`src/rtl/par16_rx_unpack_pkg.sv`:
```
// Shared constants for the host parallel link.
package par16_rx_unpack_pkg;

  // Byte order on the link is MSB first: hold[15:8] leaves before hold[7:0].
  // The transmit packer packs in the same order, so both sides use word_byte().
  localparam int PAR_WIDTH  = 16;
  localparam int BYTE_WIDTH = 8;

  // Selects one byte of a word: lsb=0 gives the high byte, lsb=1 the low byte.
  function automatic logic [BYTE_WIDTH-1:0] word_byte(input logic [PAR_WIDTH-1:0] w,
                                                      input logic lsb);
    return lsb ? w[BYTE_WIDTH-1:0] : w[PAR_WIDTH-1:BYTE_WIDTH];
  endfunction

endpackage

```
`src/rtl/par16_rx_unpack_if.sv`:
```
// Host parallel bus and parser byte stream bundled as one interface.
//
// Handshake: the host writes one word per rising edge of par_strobe, with
// par_data stable from one clk before the rise until the fall, and starts no new
// strobe while par_busy is high. Toward the parser there is no back-pressure:
// rxd_data is valid only in the single cycle rxd_data_ready is high. desync is a
// one-cycle flush request from the parser. fsm_state exposes the unpacker state.
interface par16_rx_unpack_if;
  import par16_rx_unpack_pkg::*;

  logic [PAR_WIDTH-1:0]  par_data;
  logic                  par_strobe;
  logic                  par_busy;
  logic                  desync;
  logic [BYTE_WIDTH-1:0] rxd_data;
  logic                  rxd_data_ready;
  logic                  overflow;
  logic [1:0]            fsm_state;

  modport slave (
    input  par_data, par_strobe, desync,
    output par_busy, rxd_data, rxd_data_ready, overflow, fsm_state
  );

  modport master (
    output par_data, par_strobe, desync,
    input  par_busy, rxd_data, rxd_data_ready, overflow, fsm_state
  );

endinterface

```
`src/rtl/par_word_fifo.sv`:
```
// Synchronous word FIFO. rd_data always shows the head entry, so a word popped
// with rd_en is usable in that same cycle. Writes while full are ignored.
module par_word_fifo
  import par16_rx_unpack_pkg::*;
#(
  parameter int WIDTH = PAR_WIDTH,
  parameter int DEPTH = 8
) (
  input  logic                   clk,
  input  logic                   reset_n,
  input  logic                   flush,
  input  logic                   wr_en,
  input  logic [WIDTH-1:0]       wr_data,
  input  logic                   rd_en,
  output logic [WIDTH-1:0]       rd_data,
  output logic [$clog2(DEPTH):0] count,
  output logic                   full,
  output logic                   empty
);

  localparam int AW = $clog2(DEPTH);
  localparam int CW = AW + 1;

  logic [WIDTH-1:0] mem [DEPTH];
  logic [AW-1:0]    wr_ptr;
  logic [AW-1:0]    rd_ptr;
  logic [CW-1:0]    count_q;
  logic             push;
  logic             pop;

  assign full    = (count_q == CW'(DEPTH));
  assign empty   = (count_q == '0);
  assign push    = wr_en && !full;
  assign pop     = rd_en && !empty;
  assign rd_data = mem[rd_ptr];
  assign count   = count_q;

  // Storage array; contents need no reset because count gates every read.
  always_ff @(posedge clk) begin
    if (push && !flush) mem[wr_ptr] <= wr_data;
  end

  // Pointers and fill count; flush empties the FIFO in one cycle.
  always_ff @(posedge clk) begin
    if (!reset_n || flush) begin
      wr_ptr  <= '0;
      rd_ptr  <= '0;
      count_q <= '0;
    end else begin
      if (push) wr_ptr <= wr_ptr + AW'(1);
      if (pop)  rd_ptr <= rd_ptr + AW'(1);
      count_q <= count_q + CW'(push) - CW'(pop);
    end
  end

endmodule

```
`src/rtl/par16_rx_unpack.sv`:
```
// Host link front end: synchronises the host strobe, buffers 16-bit words and
// emits them to the command parser as a byte stream, high byte first.
module par16_rx_unpack
  import par16_rx_unpack_pkg::*;
#(
  parameter int FIFO_DEPTH  = 8,
  parameter int SYNC_STAGES = 2,
  parameter int ALMOST_FULL = FIFO_DEPTH - 2,
  parameter int BYTE_GAP    = 0
) (
  input  logic             clk,
  input  logic             reset_n,
  par16_rx_unpack_if.slave bus
);

  localparam int CW = $clog2(FIFO_DEPTH) + 1;
  localparam int GW = (BYTE_GAP > 1) ? $clog2(BYTE_GAP) : 1;

  typedef enum logic [1:0] {
    U_IDLE = 2'd0,
    U_MSB  = 2'd1,
    U_LSB  = 2'd2,
    U_GAP  = 2'd3
  } u_state_t;

  logic [SYNC_STAGES-1:0]  sync_q;
  logic [PAR_WIDTH-1:0]    data_pipe [SYNC_STAGES];
  logic                    edge_q;
  logic                    wr_en;
  logic                    pop;
  logic [PAR_WIDTH-1:0]    fifo_rd_data;
  logic [CW-1:0]           count;
  logic [CW-1:0]           count_next;
  logic                    full;
  logic                    empty;
  logic                    busy_q;
  logic                    ovf_q;
  u_state_t                state_q, state_d;
  u_state_t                pend_q, pend_d;
  logic [PAR_WIDTH-1:0]    hold_q, hold_d;
  logic [GW-1:0]           gap_q, gap_d;
  logic [BYTE_WIDTH-1:0]   rxd_q, rxd_d;
  logic                    rdy_q, rdy_d;

  // Strobe synchroniser with a matching data delay so the captured word lines
  // up with the detected edge; edge_q keeps tracking through desync.
  always_ff @(posedge clk) begin
    if (!reset_n) begin
      sync_q <= '0;
      edge_q <= 1'b0;
      for (int i = 0; i < SYNC_STAGES; i++) data_pipe[i] <= '0;
    end else begin
      sync_q       <= {sync_q[SYNC_STAGES-2:0], bus.par_strobe};
      edge_q       <= sync_q[SYNC_STAGES-1];
      data_pipe[0] <= bus.par_data;
      for (int i = 1; i < SYNC_STAGES; i++) data_pipe[i] <= data_pipe[i-1];
    end
  end

  // An edge seen in the desync cycle is thrown away along with the FIFO.
  assign wr_en = sync_q[SYNC_STAGES-1] && !edge_q && !bus.desync;

  par_word_fifo #(
    .WIDTH (PAR_WIDTH),
    .DEPTH (FIFO_DEPTH)
  ) u_fifo (
    .clk     (clk),
    .reset_n (reset_n),
    .flush   (bus.desync),
    .wr_en   (wr_en),
    .wr_data (data_pipe[SYNC_STAGES-1]),
    .rd_en   (pop),
    .rd_data (fifo_rd_data),
    .count   (count),
    .full    (full),
    .empty   (empty)
  );

  // Fill level after this cycle's push/pop/flush, used for the busy flag.
  always_comb begin
    count_next = count;
    if (bus.desync) count_next = '0;
    else            count_next = count + CW'(wr_en && !full) - CW'(pop);
  end

  // Host flow control and the sticky dropped-word flag.
  always_ff @(posedge clk) begin
    if (!reset_n) begin
      busy_q <= 1'b1;
      ovf_q  <= 1'b0;
    end else begin
      busy_q <= (count_next >= CW'(ALMOST_FULL));
      if (bus.desync)          ovf_q <= 1'b0;
      else if (wr_en && full)  ovf_q <= 1'b1;
    end
  end

  // Unpacker state and output registers.
  always_ff @(posedge clk) begin
    if (!reset_n) begin
      state_q <= U_IDLE;
      pend_q  <= U_IDLE;
      hold_q  <= '0;
      gap_q   <= '0;
      rxd_q   <= '0;
      rdy_q   <= 1'b0;
    end else begin
      state_q <= state_d;
      pend_q  <= pend_d;
      hold_q  <= hold_d;
      gap_q   <= gap_d;
      rxd_q   <= rxd_d;
      rdy_q   <= rdy_d;
    end
  end

  // Unpacker next state: pop a word, send high byte, send low byte while
  // popping the next word, optionally idling BYTE_GAP cycles after each byte.
  always_comb begin
    state_d = state_q;
    pend_d  = pend_q;
    hold_d  = hold_q;
    gap_d   = gap_q;
    rxd_d   = rxd_q;
    rdy_d   = 1'b0;
    pop     = 1'b0;
    if (bus.desync) begin
      state_d = U_IDLE;
      gap_d   = '0;
    end else begin
      case (state_q)
        U_IDLE: begin
          if (!empty) begin
            pop     = 1'b1;
            hold_d  = fifo_rd_data;
            state_d = U_MSB;
          end
        end
        U_MSB: begin
          rxd_d = word_byte(hold_q, 1'b0);
          rdy_d = 1'b1;
          if (BYTE_GAP > 0) begin
            pend_d  = U_LSB;
            gap_d   = '0;
            state_d = U_GAP;
          end else begin
            state_d = U_LSB;
          end
        end
        U_LSB: begin
          rxd_d = word_byte(hold_q, 1'b1);
          rdy_d = 1'b1;
          if (!empty) begin
            pop    = 1'b1;
            hold_d = fifo_rd_data;
          end
          if (BYTE_GAP > 0) begin
            pend_d  = empty ? U_IDLE : U_MSB;
            gap_d   = '0;
            state_d = U_GAP;
          end else begin
            state_d = empty ? U_IDLE : U_MSB;
          end
        end
        U_GAP: begin
          if (gap_q == GW'(BYTE_GAP - 1)) state_d = pend_q;
          else                            gap_d   = gap_q + GW'(1);
        end
        default: state_d = U_IDLE;
      endcase
    end
  end

  assign bus.par_busy       = busy_q;
  assign bus.overflow       = ovf_q;
  assign bus.rxd_data       = rxd_q;
  assign bus.rxd_data_ready = rdy_q;
  assign bus.fsm_state      = state_q;

endmodule

```
`src/flat_wrapper.sv`:
```
// flat-port wrapper written by rule: the top's interface ports become plain ports
module par16_rx_unpack_flat import par16_rx_unpack_pkg::*;
#(
  parameter int FIFO_DEPTH  = 8,
  parameter int SYNC_STAGES = 2,
  parameter int ALMOST_FULL = FIFO_DEPTH - 2,
  parameter int BYTE_GAP    = 0
)
  (clk, reset_n, bus_par_data, bus_par_strobe, bus_desync, bus_par_busy, bus_rxd_data, bus_rxd_data_ready, bus_overflow, bus_fsm_state);
  par16_rx_unpack_if bus_i ();
  input  logic clk;
  input  logic reset_n;
  input wire logic [$bits(bus_i.par_data)-1:0] bus_par_data;
  input wire logic [$bits(bus_i.par_strobe)-1:0] bus_par_strobe;
  input wire logic [$bits(bus_i.desync)-1:0] bus_desync;
  output wire logic [$bits(bus_i.par_busy)-1:0] bus_par_busy;
  output wire logic [$bits(bus_i.rxd_data)-1:0] bus_rxd_data;
  output wire logic [$bits(bus_i.rxd_data_ready)-1:0] bus_rxd_data_ready;
  output wire logic [$bits(bus_i.overflow)-1:0] bus_overflow;
  output wire logic [$bits(bus_i.fsm_state)-1:0] bus_fsm_state;
  assign bus_i.par_data = bus_par_data;
  assign bus_i.par_strobe = bus_par_strobe;
  assign bus_i.desync = bus_desync;
  assign bus_par_busy = bus_i.par_busy;
  assign bus_rxd_data = bus_i.rxd_data;
  assign bus_rxd_data_ready = bus_i.rxd_data_ready;
  assign bus_overflow = bus_i.overflow;
  assign bus_fsm_state = bus_i.fsm_state;
  par16_rx_unpack #(.FIFO_DEPTH(FIFO_DEPTH), .SYNC_STAGES(SYNC_STAGES), .ALMOST_FULL(ALMOST_FULL), .BYTE_GAP(BYTE_GAP)) u_core (.clk(clk), .reset_n(reset_n), .bus(bus_i));
endmodule
```
`config.mk`:
```
export PLATFORM = sky130hd
export DESIGN_NAME = par16_rx_unpack_flat
export DESIGN_NICKNAME = d
export VERILOG_FILES = /design/src/rtl/par16_rx_unpack_pkg.sv /design/src/rtl/par16_rx_unpack_if.sv /design/src/rtl/par_word_fifo.sv /design/src/rtl/par16_rx_unpack.sv /design/src/flat_wrapper.sv
export SDC_FILE = /design/constraint.sdc
export NUM_CORES = 1
export LEC_CHECK = 0
export CAP_MARGIN = 20
export CORE_UTILIZATION = 50
export DETAILED_ROUTE_END_ITERATION = 12
export PLACE_DENSITY = 0.69
export SKIP_CTS_REPAIR_TIMING = 1
export SYNTH_ARGS = -nofsm -noshare
export SYNTH_HDL_FRONTEND = slang
export SYNTH_SLANG_ARGS = --single-unit
```
`constraint.sdc`:
```
create_clock -name clk -period 4.1 [get_ports clk]
set_clock_uncertainty 0.15 [all_clocks]
set_input_delay 0.82 -clock clk [delete_from_list [all_inputs] [get_ports clk]]
set_output_delay 0.82 -clock clk [all_outputs]
set_load 0.005 [all_outputs]
```
After elaboration in Yosys (flattened, before gate mapping):

Memory sizes are Yosys's and may differ from the RTL's. A register that Yosys moved wholly into a read port is not among the register bits.
Cells that the tools add are included.

* $add $sub $neg: 6
* order comparisons: 1
* equal/unequal tests: 6
* muxes and demuxes: 17
* bitwise gates (word level): 5
* reductions and logical operators: 22

Operators by type and width (count)
* $mux W16: 2
* $pmux W8 S2: 1
* $mux W1: 10
* $pmux W2 S4: 1
* $sub A4 B1 Y4: 2
* $add A3 B1 Y3 const B: 2
* $logic_and A1 B1 Y1: 6
* $logic_not A1 Y1: 6
* $reduce_or A2 Y1: 3
* $add A4 B1 Y4: 1
* $eq A2 B2 Y1 const B: 2
* $eq A4 B4 Y1 const B: 1
* $ge A4 B3 Y1 const B: 1
* $logic_not A4 Y1: 1
* $mux W2: 2
* $mux W4: 1
* $reduce_and A2 Y1: 2
* $not A1 Y1: 3
* $reduce_and A3 Y1: 1
* $eq A2 B1 Y1 const B: 1
* $logic_not A2 Y1: 1
* $ne A2 B1 Y1 const B: 1
* $ne A2 B2 Y1 const B: 1
* $or A1 B1 Y1: 2
* other kinds (3): 3

* bits in registers: 27
* bits in writable memories: 160
* bits of input ports: 20
* output and inout bits: 13
* word-level logic and storage cells: 70
* memories: 2

Memories
* u_core.u_fifo.mem: words 8, width 16, rd ports 1, clocked after memory_dff 1, write ports 1, line par_word_fifo.sv:24 `logic [WIDTH-1:0] mem [DEPTH];`
* u_core.data_pipe: words 2, width 16, rd ports 2, clocked after memory_dff 0, write ports 2, line par16_rx_unpack.sv:27 `logic [PAR_WIDTH-1:0] data_pipe [SYNC_STAGES];`

Logic depth before layout (Yosys ltp):

* depth in word-level cells: 8
* depth in mapped cells: 9
* gate-level depth less buffers: 8

By module:

Synthesis repeated with hierarchy kept, for this count alone.

* cell total of the unflattened synthesis: 502
* area total of the unflattened synthesis: 7976.4 sq um

Modules (own cells, without submodules)
* par_word_fifo: times used 1, cells each 269, area each 5616.6 sq um
* par16_rx_unpack: times used 1, cells each 233, area each 2359.8 sq um

Least setup slack after synthesis:

Ideal clock, no wire load.

* path kind: in2reg
* start: in bus_desync
* end: mem u_core.u_fifo.mem[0][0] (netlist name), enable pin
* library setup time: 409 ps
* arrival: 2695 ps
* path slack: 846 ps
* cell stages on the path: 5
* buffers on the path: 1
* cells stage by stage: nor3b_1 -> and2_1 -> clkbuf_1 -> nand2b_1 -> nor3_1

* longest elaborated chain between the ends: 6

RTL lines
* start: declaration: line flat_wrapper.sv:15 `input wire logic [$bits(bus_i.desync)-1:0] bus_desync;`
* $logic_not A1 Y1 (*): line par_word_fifo.sv:40, par16_rx_unpack.sv:61
* $logic_and A1 B1 Y1: line par16_rx_unpack.sv:61 `assign wr_en = sync_q[SYNC_STAGES-1] && !edge_q && !bus.desync;`
* $logic_and A1 B1 Y1: line par_word_fifo.sv:33 `assign push = wr_en && !full;`
* $logic_and A1 B1 Y1 (*): line par_word_fifo.sv:40 `if (push && !flush) mem[wr_ptr] <= wr_data;`
* $mux W1 (*): line par_word_fifo.sv:40
* $mux W1 (implied by the code) (*): line par_word_fifo.sv:40
* end: declaration: line par_word_fifo.sv:24

Mark *: on every way between the ends. The rest lies on a longest branch, timed or not.

Worst setup path in the final report:

* start: in bus_desync
* end: reg u_core.busy_q, in the netlist u_core.bus.par_busy

* longest elaborated chain between the ends: 7
* elaborated cells between the ends (all ways): 8
* classes of those cells: add/sub (2); order compare (1); mux (2); reduce/logical (3)

RTL lines
* $logic_not A1 Y1: line par16_rx_unpack.sv:61
* $logic_and A1 B1 Y1: line par16_rx_unpack.sv:61
* $logic_and A1 B1 Y1: line par16_rx_unpack.sv:83 `else count_next = count + CW'(wr_en && !full) - CW'(pop);`
* $add A4 B1 Y4: line par16_rx_unpack.sv:83
* $sub A4 B1 Y4: line par16_rx_unpack.sv:83
* $mux W4 (*): line par16_rx_unpack.sv:82 `if (bus.desync) count_next = '0;`
* $ge A4 B3 Y1 (*): line par16_rx_unpack.sv:92 `busy_q <= (count_next >= CW'(ALMOST_FULL));`
* end signal: assignment: line par16_rx_unpack.sv:92
* end: declaration: line par16_rx_unpack.sv:36 `logic busy_q;`

Marks and branches as above.
A chain may end at the register's enable or synchronous reset.

==> metrics <==
result of the run=finished, violations left; violated checks=DRC; critical path type=in -> reg; sum of negative setup slack=0 ps; filler instances=1052; final routed DRC violation total=5; Net Sw Power=between 0.0008 and 0.0009 W; full die area=15700 sq um; clock-pin slew on the worst setup and hold paths=60 ps; diode insertion count for antenna repair=0; fraction of the cycle the final worst path needs=0.764; die height=125 um; Post-synth EDFFs=about 130; combinational share of power=0.022; synthesized instance count=432; Seq cells post-synth=203; vias in the first global route=approximately 3700; part of the total power dissipated in sequential elements=0.530; worst path setup slack after routing=967 ps; Seq/Total Area, Yosys=0.703; Min-Delay Path Class=reg -> reg; global placement routability congestion=slightly above 0.7; via count of the routed design=3648; clock network latency to the later pin of the worst-skew pair=490 ps; final count of hold timing violations=0; cell family with most CP delay=simple AND/OR/NAND/NOR gates; clock sink count=just over 200; standard cell core area=between 10000 and 15000 sq um; number of cell instances on the worst register-to-register path=8; relative max-transition margin=0.337; Crit Path Max Fanout=8; number of I/O pins=33; worst-path cell with the longest stage delay=clkdlybuf4s50_1; effective utilization at floorplan=0.517; net switching fraction of the power=0.194; transition time of the tightest slew-check pin=993 ps; clock period minus final worst setup slack=3130 ps; half-perimeter wire length after placement=around 7500 um; number of H-tree levels=1; total length of routed met3 wires=575 um; largest net degree at the start of global routing=39; TritonCTS Buffers=21; WL per Instance=between 15 and 20 um; TritonCTS clock tree=done; internal power=roughly 0.0034 W; syn_area_per_cell=17.6 sq um; metal2 WL=roughly 6100 um; die outline width=between 100 and 150 um; static power due to leakage=3.06 nW; largest voltage drop on the vdd net=~0.30 mV; ys flop type=edfxtp_1; Worst EP arrival=approximately 3400 ps; Tot GR Track Use=0.168; type of element capturing the critical path=register; Area Overhead vs Synth=15.7%; most common cell after layout, fill and taps aside=edfxtp_1; Post-synth ARST share=0; fraction of layout instances using a drive strength above 1=0.154; clock share of power=0.448; number of core rows=44; violation count after the first detailed-routing iteration=248; total grt overflow=0; required time of the critical path=4330 ps; Yosys warning count=0; highest-count cells in the layout ignoring fill and taps=edfxtp_1 (128), dfxtp_1 (75), and2_1 (37), clkdlybuf4s50_1 (32), nor2_1 (28); maximum buffer depth of the clock tree=3; number of library cell types mapped by synthesis=37; setup repair after global routing missed its margin=no; power density cells=473 nW/um^2; Placement Setup Slack=roughly 510 ps; Clk Tree Root Cell=clkbuf_16; Final nets=a little over 500; maximum clock frequency=0.319 GHz; top metal layer carrying routed signals=met4; DR vias/cell=5.39; cell depth of the worst min-delay path=1; post-synth design cell area=7610 sq um; maximum single-stage delay on the critical path=570 ps; detailed-route wire length on metal 1=between 5000 and 6000 um; final count of pins violating max slew=0; buffers plus inverters on the worst setup path=1; final routed wirelength across all metal layers=12600 um; Max Cap Viol=0; First-pass DRT Iterations=10; number of buffers added on ports=32; crit path launch type=input pin; total number of cells along the worst setup path=9; number of nets with antenna violations after routing=0; total setup violations reported at the end of the flow=0; post-synthesis net count=464; sequence of cells on the critical path=clkdlybuf4s50_1 > nor3b_1 > and2_1 > ha_1 > ha_1 > xor2_1 > nor3b_1 > or3_1 > o311ai_0; wire length of the first global-routing pass=20100 um; number of antenna violations at the first check in global routing=0
## final cells by class
type / instances / area (sq um) / share of cell area
Clock inverter: 11 / 88.8 / 0.0101
Multi-Input combinational cell: 202 / 2090 / 0.238
Timing Repair Buffer: 44 / 410 / 0.0466
Inverter: 6 / 22.5 / 0.00256
Clock buffer: 27 / 609 / 0.0693
Sequential cell: 203 / 5350 / 0.608
Tap cell: 184 / 230 / 0.0262
## cells in the mapped netlist (4+ instances only)
master / instances / area share
edfxtp_1: 128 / 0.51
dfxtp_1: 75 / 0.20
and2_1: 37 / 0.030
nor2_1: 28 / 0.014
mux4_1: 25 / 0.086
a22o_1: 16 / 0.018
mux2_2: 16 / 0.024
clkbuf_1: 12 / 0.0059
ha_1: 12 / 0.020
mux2i_1: 11 / 0.014
a211oi_1: 8 / 0.0079
mux4_2: 7 / 0.021
nor3_1: 6 / 0.0039
inv_1: 5 / 0.0025
nand2b_1: 4 / 0.0033
xor2_1: 4 / 0.0046
## through the flow
stage	instance area (sq um)	total power (W)	instances	hold WS, ps	utilization
finish	8800	0.00416	677	283	0.599
global route	8800	0.00430	677	300	0.599
CTS	8800	0.00420	677	282	0.599
detailed placement	8100	0.00234	639	268	0.551
global placement	8100	0.00234	639	265	0.551
floorplan	7610	0.00230	432	262	-
## cell families after synthesis
family | after synthesis | synth area share
flip-flops | 203 | 0.703
AND/OR/NAND/NOR | 92 | 0.0679
XOR/XNOR | 7 | 0.00806
AO/OA/AOI/OAI | 32 | 0.0327
multiplexers | 59 | 0.145
buffers and inverters | 27 | 0.0235
adder cells (fa/ha/maj) | 12 | 0.0197
## per-layer routing
metal  global-route usage  vias to the layer above
met5                    0                        -
met2                0.283                       79
li1                     -                     1760
met3               0.0347                       18
met4               0.0488                        0
met1                0.222                     1791
## power groups by stage
stage               clock network (W)   logic, W  registers, W
floorplan                           0  0.0000598       0.00224
global placement                    0  0.0000920       0.00224
detailed placement                  0  0.0000938       0.00225
CTS                           0.00190  0.0000943       0.00220
global route                  0.00199   0.000103       0.00221
finish                        0.00186  0.0000931       0.00220
## final timing paths
check	start	end	slack (ps)
hold / removal	u_core.data_pipe[0][11]	u_core.data_pipe[0][27]	280
setup reg to reg	u_core.u_fifo.count[3]	u_core.bus.par_busy	1320
hold reg to reg	u_core.data_pipe[0][11]	u_core.data_pipe[0][27]	280
setup / recovery	bus_desync	u_core.bus.par_busy	970
## registers in the layout, indices dropped and copies added (netlist names)
name and cells:
u_core.bus.rxd_data_ready 1, u_core.bus.fsm_state 2, u_core.edge_q 1, u_core.data_pipe 32, u_core.u_fifo.count 4, u_core.u_fifo.mem 128, u_core.gap_q 1, u_core.bus.overflow 1
u_core.hold_q 16, u_core.sync_q 2, u_core.bus.rxd_data 8, u_core.u_fifo.wr_ptr 3, u_core.u_fifo.rd_ptr 3, u_core.bus.par_busy 1
Power figures use the tool's default switching activity.
